==> config.mk <==
export PLATFORM = sky130hd
export DESIGN_NAME = mdu_issue_ctrl_flat
export DESIGN_NICKNAME = d
export VERILOG_FILES = /design/src/rtl/mdu_issue_if.sv /design/src/rtl/mdu_issue_ctrl.sv /design/src/flat_wrapper.sv
export SDC_FILE = /design/constraint.sdc
export NUM_CORES = 1
export LEC_CHECK = 0
export ABC_CLOCK_PERIOD_IN_PS = 1700
export BUFFER_PORTS_ARGS = -buffer_cell sky130_fd_sc_hd__buf_2
export CORE_UTILIZATION = 42
export CTS_CLUSTER_SIZE = 8
export DETAILED_ROUTE_END_ITERATION = 7
export PLACE_DENSITY = 0.75
export SLEW_MARGIN = 15
export SYNTH_ARGS = -nofsm -noshare
export SYNTH_HDL_FRONTEND = slang
export SYNTH_SLANG_ARGS = --single-unit
==> constraint.sdc <==
create_clock -name clk -period 1.7 [get_ports clk]
set_input_delay 0.255 -clock clk [delete_from_list [all_inputs] [get_ports clk]]
set_output_delay 0.255 -clock clk [all_outputs]
set_load 0.02 [all_outputs]
==> src/rtl/mdu_issue_if.sv <==
// Handshake and issue bundle between the E stage, the issue controller and the MDU.
interface mdu_issue_if;
    logic        req_valid;
    logic [3:0]  req_type;
    logic [31:0] req_rs;
    logic [31:0] req_rt;
    logic        flush;
    logic        req_ready;
    logic        stall;
    logic [3:0]  MDU_type;
    logic [31:0] rs_data;
    logic [31:0] rt_data;
    logic        busy;
    logic [3:0]  busy_cnt;

    modport master (
        output req_valid, req_type, req_rs, req_rt, flush,
        input  req_ready, stall, MDU_type, rs_data, rt_data, busy, busy_cnt
    );

    modport slave (
        input  req_valid, req_type, req_rs, req_rt, flush,
        output req_ready, stall, MDU_type, rs_data, rt_data, busy, busy_cnt
    );
endinterface

==> src/rtl/mdu_issue_ctrl.sv <==
// MDU issue controller: registers one MDU op per acceptance and blocks new issues
// until a started mult/div has had its full latency.
module mdu_issue_ctrl #(
    parameter int unsigned MULT_LAT = 5,
    parameter int unsigned DIV_LAT  = 10
) (
    input  logic       clk,
    input  logic       reset,
    mdu_issue_if.slave bus
);
    typedef enum logic [1:0] {StIdle, StIssue, StBusy} state_e;

    localparam logic [3:0] MultLat = 4'(MULT_LAT);
    localparam logic [3:0] DivLat  = 4'(DIV_LAT);

    state_e      r_state;
    logic [3:0]  r_mdu_type;
    logic [3:0]  r_busy_cnt;
    logic [31:0] r_rs;
    logic [31:0] r_rt;
    logic        r_busy;

    logic w_type_ok;
    logic w_req_start;
    logic w_iss_start;
    logic w_iss_move;
    logic w_ready;
    logic w_accept;

    assign w_type_ok   = (bus.req_type >= 4'd1) && (bus.req_type <= 4'd8);
    assign w_req_start = (bus.req_type >= 4'd1) && (bus.req_type <= 4'd4);
    assign w_iss_start = (r_mdu_type >= 4'd1) && (r_mdu_type <= 4'd4);
    assign w_iss_move  = (r_mdu_type >= 4'd5) && (r_mdu_type <= 4'd8);

    always_comb begin
        w_ready = 1'b0;
        if (reset) begin
            case (r_state)
                StIdle:  w_ready = 1'b1;
                StIssue: w_ready = w_iss_move;
                StBusy:  w_ready = (r_busy_cnt == 4'd1);
                default: w_ready = 1'b0;
            endcase
        end
    end

    assign w_accept = bus.req_valid && w_ready && !bus.flush && w_type_ok;

    always_ff @(posedge clk or negedge reset) begin
        if (!reset) begin
            r_state    <= StIdle;
            r_mdu_type <= 4'd0;
            r_busy_cnt <= 4'd0;
            r_rs       <= 32'd0;
            r_rt       <= 32'd0;
            r_busy     <= 1'b0;
        end else begin
            r_mdu_type <= w_accept ? bus.req_type : 4'd0;
            if (w_accept) begin
                r_rs <= bus.req_rs;
                r_rt <= bus.req_rt;
            end

            case (r_state)
                StIdle: begin
                    if (w_accept) begin
                        r_state <= StIssue;
                        r_busy  <= w_req_start;
                    end
                end
                StIssue: begin
                    if (w_iss_start) begin
                        // codes 1,2 are mult/multu, 3,4 are div/divu
                        r_state    <= StBusy;
                        r_busy_cnt <= (r_mdu_type <= 4'd2) ? MultLat : DivLat;
                        r_busy     <= 1'b1;
                    end else if (w_accept) begin
                        r_state <= StIssue;
                        r_busy  <= w_req_start;
                    end else begin
                        r_state <= StIdle;
                        r_busy  <= 1'b0;
                    end
                end
                StBusy: begin
                    if (r_busy_cnt == 4'd1) begin
                        r_busy_cnt <= 4'd0;
                        if (w_accept) begin
                            r_state <= StIssue;
                            r_busy  <= w_req_start;
                        end else begin
                            r_state <= StIdle;
                            r_busy  <= 1'b0;
                        end
                    end else begin
                        r_busy_cnt <= r_busy_cnt - 4'd1;
                        r_busy     <= 1'b1;
                    end
                end
                default: begin
                    r_state <= StIdle;
                    r_busy  <= 1'b0;
                end
            endcase
        end
    end

    assign bus.req_ready = w_ready;
    // Combinational on purpose: flush does not suppress the stall request.
    assign bus.stall     = bus.req_valid && w_type_ok && !w_ready;
    assign bus.MDU_type  = r_mdu_type;
    assign bus.rs_data   = r_rs;
    assign bus.rt_data   = r_rt;
    assign bus.busy      = r_busy;
    assign bus.busy_cnt  = r_busy_cnt;
endmodule
==> src/flat_wrapper.sv <==
// flat-port wrapper written by rule: the top's interface ports become plain ports
module mdu_issue_ctrl_flat 
#(
    parameter int unsigned MULT_LAT = 5,
    parameter int unsigned DIV_LAT  = 10
)
  (clk, reset, bus_req_valid, bus_req_type, bus_req_rs, bus_req_rt, bus_flush, bus_req_ready, bus_stall, bus_MDU_type, bus_rs_data, bus_rt_data, bus_busy, bus_busy_cnt);
  mdu_issue_if bus_i ();
  input  logic clk;
  input  logic reset;
  input wire logic [$bits(bus_i.req_valid)-1:0] bus_req_valid;
  input wire logic [$bits(bus_i.req_type)-1:0] bus_req_type;
  input wire logic [$bits(bus_i.req_rs)-1:0] bus_req_rs;
  input wire logic [$bits(bus_i.req_rt)-1:0] bus_req_rt;
  input wire logic [$bits(bus_i.flush)-1:0] bus_flush;
  output wire logic [$bits(bus_i.req_ready)-1:0] bus_req_ready;
  output wire logic [$bits(bus_i.stall)-1:0] bus_stall;
  output wire logic [$bits(bus_i.MDU_type)-1:0] bus_MDU_type;
  output wire logic [$bits(bus_i.rs_data)-1:0] bus_rs_data;
  output wire logic [$bits(bus_i.rt_data)-1:0] bus_rt_data;
  output wire logic [$bits(bus_i.busy)-1:0] bus_busy;
  output wire logic [$bits(bus_i.busy_cnt)-1:0] bus_busy_cnt;
  assign bus_i.req_valid = bus_req_valid;
  assign bus_i.req_type = bus_req_type;
  assign bus_i.req_rs = bus_req_rs;
  assign bus_i.req_rt = bus_req_rt;
  assign bus_i.flush = bus_flush;
  assign bus_req_ready = bus_i.req_ready;
  assign bus_stall = bus_i.stall;
  assign bus_MDU_type = bus_i.MDU_type;
  assign bus_rs_data = bus_i.rs_data;
  assign bus_rt_data = bus_i.rt_data;
  assign bus_busy = bus_i.busy;
  assign bus_busy_cnt = bus_i.busy_cnt;
  mdu_issue_ctrl #(.MULT_LAT(MULT_LAT), .DIV_LAT(DIV_LAT)) u_core (.clk(clk), .reset(reset), .bus(bus_i));
endmodule
---- After elaboration in Yosys (flattened, before gate mapping) ----
Index checks and enable logic that the tools add are counted.
storage, ports and cells
  register bits after elaboration ......... 75
  latch bits .............................. 0
  memory bits (writable) .................. 0
  ROM bits ................................ 0
  bits of input ports ..................... 72
  output and inout bits ................... 75
  logic and storage cells ................. 53
  memories ................................ 0
cells by class
  add/sub/neg operators ................... 1
  multiply operators ...................... 0
  div/mod/pow operators ................... 0
  $lt $le $gt $ge ......................... 8
  equal/unequal tests ..................... 6
  shifts and indexed selects .............. 0
  muxes and demuxes ....................... 17
  bitwise gates (word level) .............. 0
  reduce and logical (&&, ||, !) cells .... 15
operators by type and width
  cell                                                                    count
  4-bit 2-to-1 mux                                                        4
  1-bit logical AND                                                       9
  4-bit by 1-bit >= comparator with 1-bit output (second input constant)  2
  4-bit by 3-bit <= comparator with 1-bit output (second input constant)  2
  4-bit <= comparator (second input constant)                             2
  4-bit case mux with 2 select lines                                      1
  1-bit 2-to-1 mux                                                        6
  2-bit 2-to-1 mux                                                        3
  2-bit by 1-bit != test with 1-bit output (second input constant)        3
  1-bit case mux with 3 select lines                                      2
  2-bit case mux with 3 select lines                                      1
  4-bit by 1-bit equality test with 1-bit output (second input constant)  1
  4-bit by 3-bit >= comparator with 1-bit output (second input constant)  1
  4-bit by 2-bit <= comparator with 1-bit output (second input constant)  1
  2-bit AND reduction                                                     2
  4-bit by 1-bit subtractor with 4-bit output (second input constant)     1
  2-bit by 1-bit equality test with 1-bit output (second input constant)  1
  2-bit equality test (second input constant)                             1
  1-bit zero test                                                         2
  2-bit zero test                                                         1
  2-bit nonzero test                                                      1

---- Longest topological paths before layout ----
Gate-level depths: netlist of the first run.
  word-level depth ........................ 10
  mapped depth ............................ 7
  depth with buffers taken out ............ 6

---- Worst setup path after synthesis of the first run ----
No wires, ideal clock.
  kind .................................... register -> register
  start point ............................. reg u_core.r_busy_cnt[1], in the netlist u_core.bus.busy_cnt[1]
  end point ............................... reg u_core.r_rs[0], in the netlist u_core.bus.rs_data[0]
  setup time .............................. 0.125 ns
  arrival ................................. 1.917 ns
  data required time ...................... 1.575 ns
  path slack .............................. -0.342 ns
  cell stages (with the launch flop) ...... 8
  path buffers ............................ 1
  clock period less this slack ............ 2.042 ns
  path through ............................ dfrtp_1 > inv_1 > ha_1 > or3b_1 > o21ai_2 > nand4_4 > buf_6 > mux2_4
on the way
  longest elaborated chain between the ends .. 6
RTL lines
  what                                            line                  RTL
  start: declaration                              mdu_issue_ctrl.sv:18  logic [3:0] r_busy_cnt;
  start signal: assignment                        mdu_issue_ctrl.sv:75  r_busy_cnt <= (r_mdu_type <= 4'd2) ? MultLat : DivLat;
  start signal: assignment                        mdu_issue_ctrl.sv:96  r_busy_cnt <= r_busy_cnt - 4'd1;
  4-bit by 1-bit equality test with 1-bit output  mdu_issue_ctrl.sv:41  StBusy: w_ready = (r_busy_cnt == 4'd1);
  1-bit case mux with 3 select lines              mdu_issue_ctrl.sv:38  case (r_state)
  1-bit 2-to-1 mux                                mdu_issue_ctrl.sv:37  if (reset) begin
  1-bit logical AND (3 in series)                 mdu_issue_ctrl.sv:47  assign w_accept = bus.req_valid && w_ready && !bus.flush && w_type_ok;
  end signal: assignment                          mdu_issue_ctrl.sv:60  r_rs <= bus.req_rs;
  end: declaration                                mdu_issue_ctrl.sv:19  logic [31:0] r_rs;
Every way passes these cells.
A chain may end at the register's enable or synchronous reset.

---- Worst setup path in the final report of the first run ----
  start point ............................. reg u_core.r_busy_cnt[1], in the netlist u_core.bus.busy_cnt[1]
  end point ............................... reg u_core.r_rt[13], in the netlist u_core.bus.rt_data[13]
on the way
  longest elaborated chain between the ends .. 6
RTL lines
  what                                            line                  RTL
  4-bit by 1-bit equality test with 1-bit output  mdu_issue_ctrl.sv:41
  1-bit case mux with 3 select lines              mdu_issue_ctrl.sv:38
  1-bit 2-to-1 mux                                mdu_issue_ctrl.sv:37
  1-bit logical AND (3 in series)                 mdu_issue_ctrl.sv:47
  end signal: assignment                          mdu_issue_ctrl.sv:61  r_rt <= bus.req_rt;
  end: declaration                                mdu_issue_ctrl.sv:20  logic [31:0] r_rt;
Every way passes these cells.

==> results of run 1 <==
layout by cell type (no fill, tap or decap), types with 3 or more instances in the layout:
cell / synthesis / final
nand2_1: 7 / 7
nor2_1: 5 / 3
buf_2: 0 / 144
clkbuf_8: 0 / 10
mux2_4: 64 / 64
buf_4: 0 / 17
a21oi_1: 3 / 3
inv_1: 7 / 6
dfrtp_1: 75 / 73
per-stage QoR:
step	utilization, %	hold WS (ns)
after global routing	60.6	0.111
after CTS	60.5	0.119
final	60.6	0.136
after floorplan	-	-0.0406
after detailed placement	57.2	0.487
after global placement	57.2	0.485
routing by layer:
metal / part of all wire, % / up-vias
li1: - / 1045
met1: 44 / 1037
met2: 49 / 90
met3: 5.9 / 9
met4: 1.6 / 0
met5: 0 / -
cells by family after synthesis:
| family | Yosys count | share of synthesized area (%) |
|---|---|---|
| xor+xnor | 1 | 0.268 |
| compound gates | 15 | 3.29 |
| buf+inv | 14 | 3.22 |
| flops | 75 | 57.4 |
| simple gates | 27 | 5.02 |
| fa+ha+maj | 2 | 0.766 |
| mux | 66 | 30.0 |
worst reg2reg max path, cell delays in order (launching register included):
cell and delay [ns]:
dfrtp_2 0.41, inv_2 0.08, ha_4 0.12, or3b_4 0.39
o21ai_4 0.15, buf_4 0.14, nand4_4 0.10, buf_12 0.24
mux2_4 0.38
final cells by class:
cell class	count	area (um2)	share of cell area, %
repair buffers	165	911	20.4
clock buffers	10	138	3.08
well taps	99	124	2.77
inverters	7	26.3	0.588
clock inverters	6	65.1	1.46
multi-input cells	111	1320	29.6
flip-flops and latches	75	1880	42.1
worst max path at each step:
stage / from / end / slack (ns) / cells past startpoint
2_1_floorplan: u_core.bus.busy_cnt[1] / u_core.bus.rs_data[0] / -0.27 / 7
3_3_place_gp: u_core.bus.busy_cnt[1] / u_core.bus.rt_data[9] / -0.29 / 7
3_5_place_dp: u_core.bus.busy_cnt[1] / u_core.bus.rt_data[7] / -0.33 / 7
4_1_cts: u_core.bus.busy_cnt[1] / bus_stall / -0.44 / 7
5_1_grt: u_core.bus.busy_cnt[1] / bus_req_ready / -0.49 / 6
6_report: u_core.bus.busy_cnt[1] / u_core.bus.rt_data[13] / -0.42 / 8
power by group through the flow:
stage | Clock [mW] | Sequential (mW) | Combinational [mW]
2_1_floorplan | 0 | 3.30 | 0.897
3_3_place_gp | 0 | 2.61 | 2.42
3_5_place_dp | 0 | 2.63 | 2.47
4_1_cts | 1.41 | 2.61 | 2.49
5_1_grt | 1.50 | 2.68 | 2.64
6_report | 1.37 | 2.61 | 2.47
what timing repair did:
item,4_1_cts,5_1_grt
pin swaps,2,3
setup buffers,2,0
gates resized for setup,7,3
endpoints found under the setup margin,72,72
endpoints found under the hold margin,0,0
hold buffers,0,0
state kept, by name, indices dropped and copies added (netlist names):
name and flops:
u_core.bus.MDU_type 4, u_core.bus.busy 1, u_core.bus.busy_cnt 4, u_core.bus.rs_data 32, u_core.bus.rt_data 32, u_core.r_state 2
synth_stat cells:
master     n
dfrtp_1   75
mux2_4    64
buf_6      7
inv_1      7
nand2_1    7
nor2_1     5
a21oi_1    3
and3_1     2
ha_1       2
mux2i_1    2
nor2b_1    2
nor3_1     2
nor3b_1    2
o21ai_0    2
o31ai_1    2
a211oi_1   1
a21o_1     1
a31oi_1    1
and3b_1    1
and4_1     1
nand3_1    1
nand4_4    1
o211ai_2   1
o21ai_2    1
o22ai_1    1
o311a_1    1
o32ai_1    1
or3_1      1
or3b_1     1
or4b_1     1
xnor2_1    1
==> results, run 1 <==
- The flow ran to the end, but the final reports show violations.
- The checks that failed: setup timing.
- Setup violations remaining at the end of the flow were counted as 72.
- The maximum fanout along the worst path is 41.
- The synthesized net count is 274.
- The starting DRC count in detailed routing is 73.
- Broken down by cell family, the worst path's largest delay share belongs to simple AND/OR/NAND/NOR gates.
- The tightest min-delay check is of the in -> reg type.
- VDD sags by at most 590 uV.
- The met1 global-route usage is 22.7%.
- After clock tree synthesis, the clock-pin slew on the worst setup and hold paths is 0.08 ns.
- The synthesized design contains 75 register bits.
- Once the floorplan was initialized, standard cells occupied 44.3% of the core.
- The fraction of power consumed by sequential logic is 40.4%.
- The worst hold path terminates at u_core.bus.rs_data[31].
- Routability-driven placement finished with a final weighted congestion of 0.776.
- The global-route track usage on met2 is 27.9%.
- The critical-path cell with the highest stage delay is dfrtp_2.
- The sequential-to-total area share from yosys stat is 57.4%.
- The die is 90.2 um wide.
- The layout cell share with drive strength beyond 1 is 68.4%.
- The pre-CTS setup slack is -0.333 ns.
- The number of max-slew violations in the final report is 0.
- The layout net count is 443.
- Of the available clock period, the critical path in the final layout requires 125%.
- Across all layers, the routed design uses 2181 vias.
- The area of the core is 0.00737 mm2.
- The top cell type by area accounts for 57.4% of the synthesized area.
- The pin count of the biggest net entering global routing is 76.
- The total net switching power is 2.20 mW.
- For flop-to-flop paths, the worst setup slack is -0.42 ns.
- The final cell count without fillers is 473.
- After global routing the overflow that remains totals 0.
- Clock tree synthesis selected as its root buffer the cell clkbuf_8.
- The TritonCTS buffer count is 9.
- The proportion of power drawn by combinational gates is 38.3%.
- The worst reg2reg path startpoint is u_core.bus.busy_cnt[1].
- The TritonCTS clock tree is yes.
- Counting I/O delays and the setup requirement, the final critical path takes 2.12 ns.
- After synthesis the cells add up to 0.00327 mm2.
- Walking the worst path, the cells encountered are inv_2 > ha_4 > or3b_4 > o21ai_4 > buf_4 > nand4_4 > buf_12 > mux2_4.
- The number of antenna violations at the first check in global routing is 0.
- The first global-routing pass estimated 11.1 mm of wire.
- The floorplan has 31 rows.
- dfrtp_1 takes more of the synthesized area than any other cell.
- The capture instance of the worst register-to-register path is u_core.bus.rt_data[13].
- The ratio of total power to cell area is 1440 mW/mm2.
- The H-tree generated during clock tree synthesis spans 3 levels.
- The final layout contains routed wiring with a total length of 6.67 mm.
- The number of global-route vias before repair came to 2264.
- The final hold violation count is 0.
- During placement, the flow inserted port buffers numbering 146.
- The startpoint of the worst hold path is bus_req_rs[31].
- The net switching share of the total power is 34.1%.
- The global routing met3 resource utilization is 4.57%.
- The layer with the highest usage after global routing is met2.
- The post-layout total power is 6.45 mW.
- For this design the top-level I/O count stands at 147.
- The post-route antenna net violation count is 0.
- The number of maximum-capacitance violations is 0.
- The tree built by TritonCTS fans out to 75 sinks.
- Based on the critical path, the design can be clocked at up to 0.472 GHz.
- The leakage power is 2.49 nW.
- Compared with the post-synthesis result, the final layout area differs by 36.7%.
- The longest clock path from root to sink contains 2 buffers.
- Internal power comes to 4.25 mW.
- Headroom to the max-slew limit came out at 38.6%.
- Yosys mapped the design onto 31 distinct sky130hd cell types.
- The worst path arrival time is 2.34 ns.
- The worst setup path is captured at a flip-flop.
- The required time of the critical path is 1.92 ns.
- The critical path is of the reg -> reg type.
- The part of the total power dissipated in the clock network is 21.2%.
- The cell count after synthesis is 200.
- The post-synthesis average cell area is 16.3 um2.
- The layout has 585 filler cells.
- Across the routed clock network, the largest skew measured is 0.00914 ns.
- The height of the die is 90.2 um.
- The placed instance count is 455.
- For this run, the number of Yosys warnings is 0.
- With fillers left out, the area of the finished cells amounts to 0.00447 mm2.
- The placed cell area is 0.00421 mm2.
- Global routing consumed, over all layers together, 17.5% of the routing resources.
- The repair_antennas step left the layout with diodes totalling 0.
- The area of the die is 0.00814 mm2.
- For this run, the slowest stage of the critical path takes 0.41 ns.
- The final HPWL from detailed placement is 4.80 mm.
- The critical path contains buffers and inverters numbering 3 combined.
- The setup slack of the critical path after layout is -0.419 ns.
- Counting cells, the worst reg-to-reg path comes to 8.
- The first-pass iteration count of the detailed router is 3.
- In the final timing run, aggregate negative setup slack is -26.07 ns.
- Setup repair after global routing could not meet its margin everywhere.
- The number of instances on the worst hold path is 2.
- The average via count per standard cell is 4.61.
- After synthesis, the cell types taking the most area are dfrtp_1 57%, mux2_4 29%, buf_6 2.4%.
- The average routed wire per standard cell is 14.1 um.
- The kind of start point of the critical path is a flip-flop.
- The later pin in the worst-skew pair is clocked with a latency of 0.34 ns.
- The count of unresolved DRC violations after routing is 0.
- For the pin with the worst max-slew slack, the measured transition is 0.921 ns.
(Power assumes the default switching activity.)
==> run 2: changes to the inputs <==
- ABC_CLOCK_PERIOD_IN_PS: 1700 -> 2600
- CORE_ASPECT_RATIO: default -> 1.25
- CORE_UTILIZATION: 42 -> 51
- PLACE_DENSITY: 0.75 -> 0.86
- SETUP_SLACK_MARGIN: default -> 0.5
- clock period: 1.7 -> 2.6 ns (I/O delays scaled with it)
==> run 2 against run 1 <==
Compared with the run above: the flow now finishes without violations; hold slack improved by 0.14 ns; count of clock-buffer cells in the layout decreased by 1; clock power decreased by 40%; final area decreased by 1.2%; die area decreased by 17%; global-route usage increased by 4.5 points; non-clock buffer count decreased by 2; sequential share of layout area increased by 0.47 points; first-iteration DRC count decreased by 8.2%; critical path depth decreased by 2; register-to-register slack improved by 0.81 ns; critical path type is now reg -> out; critical endpoint is now bus_req_ready; largest cell class unchanged.
==> results, run 2 (same netlist as run 1, synthesis figures left out) <==
- The maximum operating frequency is 0.447 GHz.
- On the critical path, the stage with the largest delay is an instance of dfrtp_1.
- The worst reg-to-reg path cell count is 9 (+1).
- The flow ran to the end, and the final reports show no timing, DRC or antenna violations.
- The count of unresolved DRC violations after routing is 0 (unchanged).
- The area of the die is 0.00673 mm2 (-17%).
- The ratio of total power to cell area is 953 mW/mm2 (-34%).
- The final HPWL from detailed placement is 5.01 mm (+4.4%).
- The first-pass iteration count of the detailed router came to 4 (+1).
- The average via count per standard cell is 4.97 (+7.7%).
- The layout cell share with drive strength beyond 1 came to 67.5% (-0.98 points).
- The worst clock skew was 0.0105 ns (+0.00133 ns).
- Subtracting the final worst setup slack from the clock period gives 2.24 ns.
- Leaving out fill and tap cells, the most frequent cells in the layout are 144 x buf_2, 75 x dfrtp_1, 64 x mux2_4.
- The global-route wire length before repair is 11.0 mm (-1.0%).
- Walking the worst path, the cells encountered are inv_2 > ha_4 > or3b_4 > o21ai_2 > and3_4 > buf_2.
- The worst hold path begins at bus_req_rt[13].
- The maximum fanout along the worst path is 2 (-95%).
- The tree is rooted in a clkbuf_8.
- TritonCTS built the clock tree.
- The relative slew slack was 39.5% (+0.90 points).
- The most common library cell in the layout ignoring fill and taps is buf_2.
- The worst hold path endpoint is u_core.bus.rt_data[13].
- The final non-filler cell area was 0.00441 mm2 (-1.2%).
- The startpoint identified for the worst register-to-register timing path is u_core.bus.busy_cnt[1].
- The effective utilization at floorplan is 53.0% (+8.7 points).
- The delay of the slowest cell on the worst path is 0.40 ns (about the same).
- The largest voltage drop on the vdd net came to 539 uV (-8.7%).
- The post-route antenna net violation count is 0 (unchanged).
- The pin slew with the least headroom to its limit is 0.908 ns (-0.0135 ns).
- The die extent in x is 73.6 um (-18%).
- The total routing resource utilization after global routing was 22.0% (+4.5 points).
- STA classifies the critical path endpoint as an output port.
- The placed cell area is 0.00406 mm2 (-3.5%).
- The worst hold path belongs to the class in -> reg.
- The pin count of the biggest net entering global routing came to 76 (unchanged).
- The area of the core was 0.00617 mm2 (-16%).
- The register area is 0.00188 mm2 (-0.13%).
- The capture instance of the worst register-to-register path is u_core.bus.rs_data[19].
- The count of buffers inserted at the top-level ports is 146 (unchanged).
- The clock net sink count was 75 (unchanged).
- The number of antenna violations at the first check in global routing was 0 (unchanged).
- The leakage power is 2.47 nW (-0.91%).
- Setup repair after global routing could not meet its margin everywhere.
- The kind of start point of the critical path is a flip-flop.
- The number of max-slew violations in the final report is 0 (unchanged).
- The relative area change from synthesis to final layout is 35.0%.
- The total wire length after detailed routing is 7.10 mm (+6.4%).
- The average routed wire per standard cell was 15.5 um (+10%).
- The number of global-route vias before repair came to 2392 (+5.7%).
- The total negative setup slack is 0 ns (+26.07 ns).
- The required time of the critical path is 2.21 ns (+0.29 ns).
- The layout net count is 441 (-0.45%).
- The number of placed I/O pins was 147 (unchanged).
- The number of buffers on the longest clock path was 2 (unchanged).
- The slack of the worst reg-to-reg path is 0.39 ns (+0.81 ns).
- The starting DRC count in detailed routing came to 67 (-8.2%).
- The worst path arrival time is 1.85 ns (-0.49 ns).
- The remaining global-route overflow is 0 (unchanged).
- The area of the multi-input gates came to 0.00131 mm2 (-1.1%).
- The last weighted congestion value of the routability-driven placer is 0.782 (+0.84%).
- The number of antenna cells inserted came to 0 (unchanged).
- The worst path uses 86.0% of the clock period.
- The post-layout total power is 4.20 mW (-35%).
- The total of fill cells in the finished design is 457 (-22%).
- The clock-pin transition on the worst setup and hold timing paths was 0.09 ns (about the same).
- The clock latency reported for the late side of the worst-skew pair is 0.34 ns (about the same).
- The height of the die was 91.5 um (+1.4%).
- The number of vias in the routed layout is 2270 (+4.1%).
- The final hold violation count was 0 (unchanged).
- The number of H-tree levels is 3 (unchanged).
- The number of maximum-capacitance violations is 0 (unchanged).
- The number of instances on the worst hold path is 2 (unchanged).
- The critical path is of the reg -> out type.
- The number of setup violations in the final report was 0 (-100%).
- The TritonCTS buffer count is 9 (unchanged).
- The number of standard-cell rows in the floorplan came to 32 (+3.2%).
run 2: layout make-up:
type | instances | share of cell area [%]
sequential | 75 | 42.5
multi-input combinational | 111 | 29.7
clock buffer | 9 | 2.81
tap | 85 | 2.41
inverter | 7 | 0.596
timing repair buffer | 163 | 20.6
clock inverter | 7 | 1.36
run 2: what timing repair did:
| action | in CTS | in global routing |
|---|---|---|
| cloned | 0 | 1 |
| buffers inserted | 10 | 3 |
| gates resized for setup | 6 | 7 |
| pin swaps | 2 | 2 |
| hold buffers | 0 | 0 |
| endpoints found under the setup margin | 28 | 66 |
run 2: worst max-delay path: cells and delay by family, from the launching register on:
kind,cells,cell delay (ns)
DFF,1,0.40
buffers and inverters,2,0.24
adders and majority gates,1,0.13
and+or+nand+nor,2,0.59
AOI/OAI and AO/OA,1,0.15
run 2: metrics by stage:
step / utilization (%) / cells / hold WS, ns / worst slack [ns]
4_1_cts: 70.5 / 453 / 0.260 / 0.360
2_1_floorplan: - / 200 / 0.0944 / 0.505
3_3_place_gp: 65.9 / 427 / 0.486 / 0.495
3_5_place_dp: 65.9 / 427 / 0.486 / 0.401
6_report: 71.6 / 457 / 0.275 / 0.365
5_1_grt: 71.6 / 457 / 0.257 / 0.282
run 2: how the worst max path moves through the flow:
stage	startpoint	to	slack [ns]	cells after the start
4_1_cts	u_core.bus.busy_cnt[1]	bus_stall	0.36	7
6_report	u_core.bus.busy_cnt[1]	bus_req_ready	0.36	6
3_3_place_gp	u_core.bus.busy_cnt[1]	u_core.bus.rs_data[4]	0.49	7
5_1_grt	u_core.bus.busy_cnt[1]	bus_stall	0.28	7
2_1_floorplan	u_core.bus.busy_cnt[1]	bus_stall	0.50	6
3_5_place_dp	u_core.bus.busy_cnt[1]	u_core.bus.rs_data[19]	0.40	7
run 2: power by group:
| part | switching [mW] | total, mW | internal, mW |
|---|---|---|---|
| logic | 0.830 | 1.66 | 0.827 |
| registers | 0.217 | 1.72 | 1.51 |
| clock network | 0.460 | 0.821 | 0.361 |
run 2: metal layers:
layer | vias to the layer above | global-route usage (%) | part of all wire (%)
met5 | - | 0 | 0
met4 | 0 | 12.2 | 3.4
met3 | 21 | 5.11 | 4.3
met2 | 99 | 39.1 | 55
met1 | 1110 | 23.3 | 37
li1 | 1040 | - | -
